--- src/rtl/vga_fetch_arb.sv ---
// vga_fetch_arb: arbitrates one pixel memory between display line bursts
// (strict priority) and host writes, filling a double-banked line buffer.
module vga_fetch_arb #(
    parameter int WORDS_PER_LINE = 80,
    parameter int V_ACTIVE       = 480,
    parameter int ADDR_W         = 16,
    parameter int DATA_W         = 8,
    parameter int LB_AW          = 7
) (
    input  logic              clk,
    input  logic              rst_n,
    input  logic              next_line,
    input  logic              next_frame,
    input  logic              host_req,
    input  logic [ADDR_W-1:0] host_addr,
    input  logic [DATA_W-1:0] host_data,
    output logic              host_gnt,
    output logic [ADDR_W-1:0] mem_addr,
    output logic              mem_we,
    output logic [DATA_W-1:0] mem_wdata,
    input  logic [DATA_W-1:0] mem_rdata,
    output logic              lb_we,
    output logic              lb_bank,
    output logic [LB_AW-1:0]  lb_addr,
    output logic [DATA_W-1:0] lb_data,
    output logic              busy,
    output logic              underrun
);
    localparam int CW = $clog2(V_ACTIVE + 1);
    typedef enum logic [1:0] {IDLE, FETCH, DRAIN} state_t;
    state_t            state_q;
    logic [CW-1:0]     cnt_q, cnt_d;
    logic [ADDR_W-1:0] base_q, base_d;
    logic [LB_AW-1:0]  word_q, pidx_q, lb_addr_q;
    logic [DATA_W-1:0] lb_data_q;
    logic              pend_q, lb_we_q, lb_bank_q, busy_q, underrun_q;
    logic              overrun, last, adv, start;

    // An abandoned burst still consumes its line; a frame pulse then overrides.
    always_comb begin
        overrun   = next_line && busy_q;
        last      = state_q == FETCH && word_q == LB_AW'(WORDS_PER_LINE - 1);
        adv       = state_q == FETCH && (last || overrun);
        cnt_d     = next_frame ? '0 : adv ? cnt_q + CW'(1) : cnt_q;
        base_d    = next_frame ? '0 : adv ? base_q + ADDR_W'(WORDS_PER_LINE) : base_q;
        start     = next_line && cnt_d < CW'(V_ACTIVE);
        host_gnt  = rst_n && host_req && state_q == IDLE && !start;
        mem_we    = host_gnt;
        mem_addr  = state_q == FETCH ? base_q + ADDR_W'(word_q) : host_gnt ? host_addr : '0;
        mem_wdata = host_gnt ? host_data : '0;
    end

    always_ff @(posedge clk or negedge rst_n) begin
        if (!rst_n) begin
            state_q    <= IDLE;
            cnt_q      <= '0;
            base_q     <= '0;
            word_q     <= '0;
            pidx_q     <= '0;
            pend_q     <= 1'b0;
            lb_we_q    <= 1'b0;
            lb_bank_q  <= 1'b0;
            lb_addr_q  <= '0;
            lb_data_q  <= '0;
            busy_q     <= 1'b0;
            underrun_q <= 1'b0;
        end else begin
            cnt_q   <= cnt_d;
            base_q  <= base_d;
            pend_q  <= state_q == FETCH && !overrun;
            pidx_q  <= word_q;
            lb_we_q <= pend_q && !overrun;
            if (pend_q && !overrun) begin
                lb_addr_q <= pidx_q;
                lb_data_q <= mem_rdata;
            end
            if (overrun) underrun_q <= 1'b1;
            if (start) begin
                state_q   <= FETCH;
                word_q    <= '0;
                lb_bank_q <= !lb_bank_q;
                busy_q    <= 1'b1;
            end else if (overrun || state_q == DRAIN) begin
                state_q <= IDLE;
                busy_q  <= 1'b0;
            end else if (state_q == FETCH) begin
                word_q <= word_q + LB_AW'(1);
                if (last) state_q <= DRAIN;
            end
        end
    end

    assign lb_we    = lb_we_q;
    assign lb_bank  = lb_bank_q;
    assign lb_addr  = lb_addr_q;
    assign lb_data  = lb_data_q;
    assign busy     = busy_q;
    assign underrun = underrun_q;
endmodule

--- config.mk ---
export PLATFORM = sky130hd
export DESIGN_NAME = vga_fetch_arb
export DESIGN_NICKNAME = d
export VERILOG_FILES = /design/src/rtl/vga_fetch_arb.sv
export SDC_FILE = /design/constraint.sdc
export NUM_CORES = 1
export LEC_CHECK = 0
export CORE_MARGIN = 8
export CORE_UTILIZATION = 45
export DETAILED_ROUTE_END_ITERATION = 10
export DONT_BUFFER_PORTS = 1
export PLACE_DENSITY = 0.6
export SYNTH_ARGS = -nofsm -noshare
export SYNTH_HDL_FRONTEND = slang
export SYNTH_SLANG_ARGS = --single-unit
export TNS_END_PERCENT = 50
--- constraint.sdc ---
create_clock -name clk -period 3.8 [get_ports clk]
set_input_delay 0.76 -clock clk [delete_from_list [all_inputs] [get_ports clk]]
set_output_delay 0.76 -clock clk [all_outputs]
set_load 0.02 [all_outputs]
==> results.cfg, run 1 <==
[run_status]
status = complete, no violations

[floorplan]
initial_core_util = 0.460
core_mm2 = 0.00628
fp-row-count = 29
dieArea_mm2 = 0.00923
die_w_um = 96.1
die-height_um = 96.1
io_pins = 82

[critical_path]
crit_required_ns = 3.04
crit_type = flip-flop to primary output
worst_path_largest_cell_delay_ns = 0.62
critPathMaxFanout = 29
cp_top_family = compound AO/OA/AOI/OAI gates
critPathSlowestCell = o41a_4
critPathLaunchType = flip-flop
endpoint_kind = primary output
cp.arrival_ns = 2.74
timing.critical_path.buf_inv = 1
worstPathCellList = and4bb_1 > a41o_1 > nand4_1 > xor2_1 > o41a_4 > o21ai_0 > buf_4

[route]
detail-route-antenna-nets = 0
wl_um = 6310
routed_via_density = 5.20
vias = 2133
first_iter_violations = 129
drt-wirelength-per-cell_um = 15.4
remaining_drc_errors = 0
first_pass_iters = 4

[pwr]
combPwrFrac = 0.087
p_leak_uw = 0.00155
p_sw_frac = 0.273
p_clk_frac = 0.404
cellPowerDensity_mw_per_mm2 = 424
peakVddDrop_uv = 338
p_seq_frac = 0.509
p_total_uw = 1410
internal_power_uw = 1030
switchingPower_uw = 385

[sta]
clock.fmax_mhz = 286
slew_viol_final = 0
setup_violations = 0
rsz0062_at_grt = false
finalHoldViolations = 0
tightest_slew_ns = 0.654
post-route-period-util = 0.921
fin_ws_ns = 0.300
setup_tns_ns = 0
fin_worst_skew_ns = 0.00519
layout_min_cycle_time_ns = 3.50
slew-limit-headroom = 0.564

[clocking]
cts_root_buf = clkbuf_8
cts_hold_buf = 0
cts_max_level = 3
cts_buffers = 9
clockBufferDepth = 2
insertion_delay_ns = 0.33
clk_pin_slew_ns = 0.07
cts_num_sinks = 57
cts_tree = yes

[synth]
ys_ff_latch = 57
avgSynthCellArea_um2 = 9.59
synth-seq-area-share = 0.494
synth_edf_count = 0
synthFlopType = dfrtp_1
synth_top_area_frac = 0.494
synth_common_cells = nand2_1, dfrtp_1, nor2_1, xor2_1, mux2_2
async_reset_ff_frac = 1.00
yosysMostFrequentCell = nand2_1
ys_types = 37
synth_top_area_cell = dfrtp_1
synth_nets = 344
synth_area_leaders = dfrtp_1, nand2_1, xor2_1
synth_area_mm2 = 0.00289
ys_warn_count = 0
synthCells = 301

[placed_design]
numPortBuffers = 0
gp_congestion = 0.822
dp.final_hpwl_um = 4510
dp_slack_ns = 0.222

[layout]
drive_above_1_share = 0.198
nNetsFinal = 371
syn2layout_area_growth_pct = 15.6
fin_util = 0.531
antenna_cells = 0

[min_path]
hold_class = input pin to asynchronous set/reset pin

[job]
maxCapViolCount = 0

[grt]
gr-usage-all-layers = 0.142
grt_pass1_vias = 2174
grt-ovfl-total = 0
grtUsageMet3 = 0.0608
grt_util_met2 = 0.245
busiest_layer = met2
grt_pass1_wl_um = 10200
grtUsageMet1 = 0.154
grt_antenna_before_repair = 0
grt_max_degree = 59
## power groups by stage
stage	Clock, uW	Combinational (uW)	Sequential [uW]
floorplan	0	102	720
global placement	0	121	731
detailed placement	0	124	733
CTS	588	124	721
global route	616	137	725
finish	571	123	719
## worst paths after layout
check	start	to	slack, ns	cells past startpoint
min in group clk	pidx_q[6]	lb_addr[6]	0.48	1
worst min-delay path	rst_n	lb_data[5]	0.12	0
worst max-delay path	word_q[4]	mem_addr[15]	0.30	7
max in group asynchronous	rst_n	base_q[8]	3.56	0
worst max register to register	word_q[4]	lb_bank	1.30	7
worst min register to register	pidx_q[6]	lb_addr[6]	0.48	1
## timing repair
action,CTS,global route
setup buffers,0,0
hold endpoints to repair,0,0
resized for setup,1,1
endpoints found under the setup margin,4,5
## logic make-up after synthesis
group                      Yosys count  share of synthesized area
and+or+nand+nor                    136                      0.212
AOI/OAI and AO/OA                   38                     0.0763
DFF                                 57                      0.494
muxes                               15                     0.0585
buffers and inverters               17                     0.0356
xor gates and xnor gates            32                     0.0971
adders and majority gates            6                     0.0260
## layer usage
| metal | vias to the layer above | routed length (um) | part of all wire |
|---|---|---|---|
| met5 | - | 0 | 0 |
| met4 | 0 | 55 | 0.0087 |
| met3 | 5 | 345 | 0.055 |
| met2 | 37 | 3280 | 0.52 |
| met1 | 1034 | 2630 | 0.42 |
| li1 | 1057 | - | - |
## cell type report
cell class | instances | area [um^2]
clock buffers | 10 | 138
clock inverters | 6 | 66.3
fillers | 580 | 2940
inverters | 3 | 11.3
multi-input cells | 227 | 1370
flip-flops and latches | 57 | 1430
well taps | 77 | 96.3
repair buffers | 30 | 225
## metrics by stage
stage | std cells | hold slack, ns | area, um^2
after floorplan | 301 | 0.417 | 2890
after global placement | 394 | 0.457 | 3120
after detailed placement | 394 | 0.464 | 3120
after CTS | 410 | 0.0990 | 3330
after global routing | 410 | 0.0864 | 3330
final | 410 | 0.117 | 3330
## cells in the final DEF, fill, tap and decap left out, drive strengths merged, types with 8 or more instances in the layout
cell type | Yosys | routed
nor2 | 41 | 41
buf | 8 | 30
o21ai | 21 | 21
mux2 | 15 | 15
nand2 | 62 | 62
a21oi | 8 | 8
dfrtp | 57 | 57
xor2 | 21 | 21
nand4 | 9 | 9
xnor2 | 11 | 11
clkbuf | 6 | 10
## sequential cells by signal, summed over array words and instances, names as in the netlist, 2 cells and up
signal,cells
cnt_q,9
base_q,12
pidx_q,7
lb_data,8
lb_addr,7
word_q,7
state_q,2
No activity file was read; power rests on OpenSTA's default activity.
==> run 2: changes to the inputs <==
--- a/config.mk
+++ b/config.mk
@@ -5,6 +5,7 @@
 export SDC_FILE = /design/constraint.sdc
 export NUM_CORES = 1
 export LEC_CHECK = 0
+export ABC_AREA = 1
 export CORE_MARGIN = 8
 export CORE_UTILIZATION = 45
 export DETAILED_ROUTE_END_ITERATION = 10
==> constraint.sdc (replaced) <==
create_clock -name clk -period 3.67 [get_ports clk]
set_input_delay 0.734 -clock clk [delete_from_list [all_inputs] [get_ports clk]]
set_output_delay 0.734 -clock clk [all_outputs]
set_load 0.02 [all_outputs]
==> run 2 against run 1 <==
Compared with the run above:
- design area decreased by 3.8%
- clock power decreased by 16%
- worst hold slack got worse by 0.032 ns
- clock skew increased by 0.0030 ns
- routed wire length increased by 13%
- largest power group unchanged
- register-to-register slack improved by 0.04 ns
- sequential cell count unchanged
- area after synthesis increased by 3.6%
- worst setup slack improved by 0.066 ns
- total power decreased by 4.8%
- clock-buffer cell count decreased by 1
- combinational power increased by 5%
==> results.cfg, run 2 <==
[synth]
synth_area_leaders = dfrtp_1, nand2_1, nand3_1
synth_common_cells = nand2_1, dfrtp_1, inv_1, nand3_1, nor2_1
synthFlopType = dfrtp_1
synthCells = 389
synth_edf_count = 0
synth-seq-area-share = 0.477
avgSynthCellArea_um2 = 7.69
synth_nets = 432
synth_top_area_cell = dfrtp_1
ys_types = 29
async_reset_ff_frac = 1.00
ys_warn_count = 0
ys_ff_latch = 57
yosysMostFrequentCell = nand2_1
synth_area_mm2 = 0.00299
synth_top_area_frac = 0.477

[layout]
largest_register = base_q
final_cells = 473
drive_above_1_share = 0.0884
antenna_cells = 0
fin_util = 0.502
syn2layout_area_growth_pct = 7.28
mostFrequentLayoutCell = nand2_1
largest_register_ffs = 12
nFillCells = 639
mostFrequentLayoutCells = nand2_1, dfrtp_1, inv_1
nNetsFinal = 435

[floorplan]
fp-row-count = 29
io_pins = 82
die_w_um = 97.5
dieArea_mm2 = 0.00951
die-height_um = 97.5
core_mm2 = 0.00639
initial_core_util = 0.468

[clocking]
cts_resized = 0
cts_setup_buffers = 0
clk_pin_slew_ns = 0.06
cts_hold_buf = 0
cts_root_buf = clkbuf_8
cts_num_sinks = 57
clockBufferDepth = 2
insertion_delay_ns = 0.34
cts_buffers = 9
cts_tree = yes
cts_max_level = 3

[route]
first_pass_iters = 4
first_iter_violations = 94
vias = 2430
drt-wirelength-per-cell_um = 15.0
routed_via_density = 5.14
wl_um = 7100
remaining_drc_errors = 0
detail-route-antenna-nets = 0

[critical_path]
crit_required_ns = 2.94
critPathLaunchType = flip-flop
cp.arrival_ns = 2.57
r2r-end = base_q[11]
endpoint_kind = primary output
crit_type = flip-flop to primary output
crit-reg2reg-launch = state_q[1]
crit_start = word_q[0]
critPathMaxFanout = 21
ff2ff_setup_slack_ns = 1.34
reg2regPathDepth = 8
crit_path_end = host_gnt

[grt]
grt_max_degree = 59
grt_antenna_before_repair = 0
grt-ovfl-total = 0
grt_pass1_wl_um = 11800
gr-usage-all-layers = 0.151
grt_pass1_vias = 2420

[placed_design]
gp_congestion = 0.828
dp.final_hpwl_um = 5200
numPortBuffers = 0
place_inst = 458
dp_slack_ns = 0.696

[pwr]
peakVddDrop_uv = 340
cellPowerDensity_mw_per_mm2 = 419
p_leak_uw = 0.00167

[sta]
layout_min_cycle_time_ns = 3.30
fin_ws_ns = 0.366
slew-limit-headroom = 0.620
setup_violations = 0
finalHoldViolations = 0
setup_tns_ns = 0
rsz0062_at_grt = false
slew_viol_final = 0
tightest_slew_ns = 0.569
clock.fmax_mhz = 303
post-route-period-util = 0.900
fin_worst_skew_ns = 0.00820

[job]
maxCapViolCount = 0

[run_status]
status = complete, no violations

[min_path]
hold_class = input pin to asynchronous set/reset pin
run 2: critical path, stage by stage (launching register included):
cell and delay, ns:
dfrtp_1 0.42, ha_1 0.22, nand2_1 0.06, nor2_1 0.12
nand2_2 0.09, nand2_4 0.11, nand2_1 0.06, nand2_1 0.05
nand3_1 0.09, nor2_1 0.12, nand2_1 0.08, nand2_2 0.36
nand2_8 0.13, inv_1 0.31
run 2: layout make-up:
cell class	count	area, um^2	share of cell area
inverters	49	184	0.0573
flip-flops and latches	57	1430	0.445
clock inverters	6	36.3	0.0113
multi-input cells	273	1330	0.413
well taps	77	96.3	0.0300
repair buffers	2	15.0	0.00468
clock buffers	9	124	0.0386
run 2: power by group:
group / switching [uW] / internal [uW] / leakage, uW
Clock: 245 / 236 / 0.0000846
Combinational: 90.0 / 38.6 / 0.000823
Sequential: 66.1 / 669 / 0.000758
run 2: routing by layer:
| metal | vias to the layer above | wire [um] | track usage |
|---|---|---|---|
| met4 | 0 | 88 | 0.0455 |
| met1 | 1121 | 2940 | 0.164 |
| met5 | - | 0 | 0 |
| met3 | 11 | 531 | 0.0704 |
| li1 | 1235 | - | - |
| met2 | 63 | 3550 | 0.256 |
run 2: cells by family after synthesis:
group           after synthesis  synth area share
xor+xnor                      8            0.0234
flops                        57             0.477
mux                           1           0.00335
buf+inv                      59            0.0795
fa+ha+maj                     6            0.0251
compound gates               29            0.0510
simple gates                229             0.341
run 2: worst min-delay path by stage:
| stage | slack, ns | cells after the start | start | end |
|---|---|---|---|---|
| after detailed placement | 0.43 | 2 | pidx_q[5] | lb_addr[5] |
| after global routing | 0.06 | 0 | rst_n | cnt_q[2] |
| final | 0.08 | 0 | rst_n | lb_data[7] |
| after global placement | 0.42 | 2 | pidx_q[5] | lb_addr[5] |
| after CTS | 0.07 | 0 | rst_n | lb_data[7] |
| after floorplan | 0.41 | 0 | word_q[5] | pidx_q[5] |
run 2: stage by stage:
step                      hold slack (ns)  instance area [um^2]  total power [uW]
after floorplan                     0.414                  2990               848
after global placement              0.424                  3050               875
after detailed placement            0.427                  3050               878
after CTS                          0.0723                  3210              1360
after global routing               0.0635                  3210              1410
final                              0.0849                  3210              1340
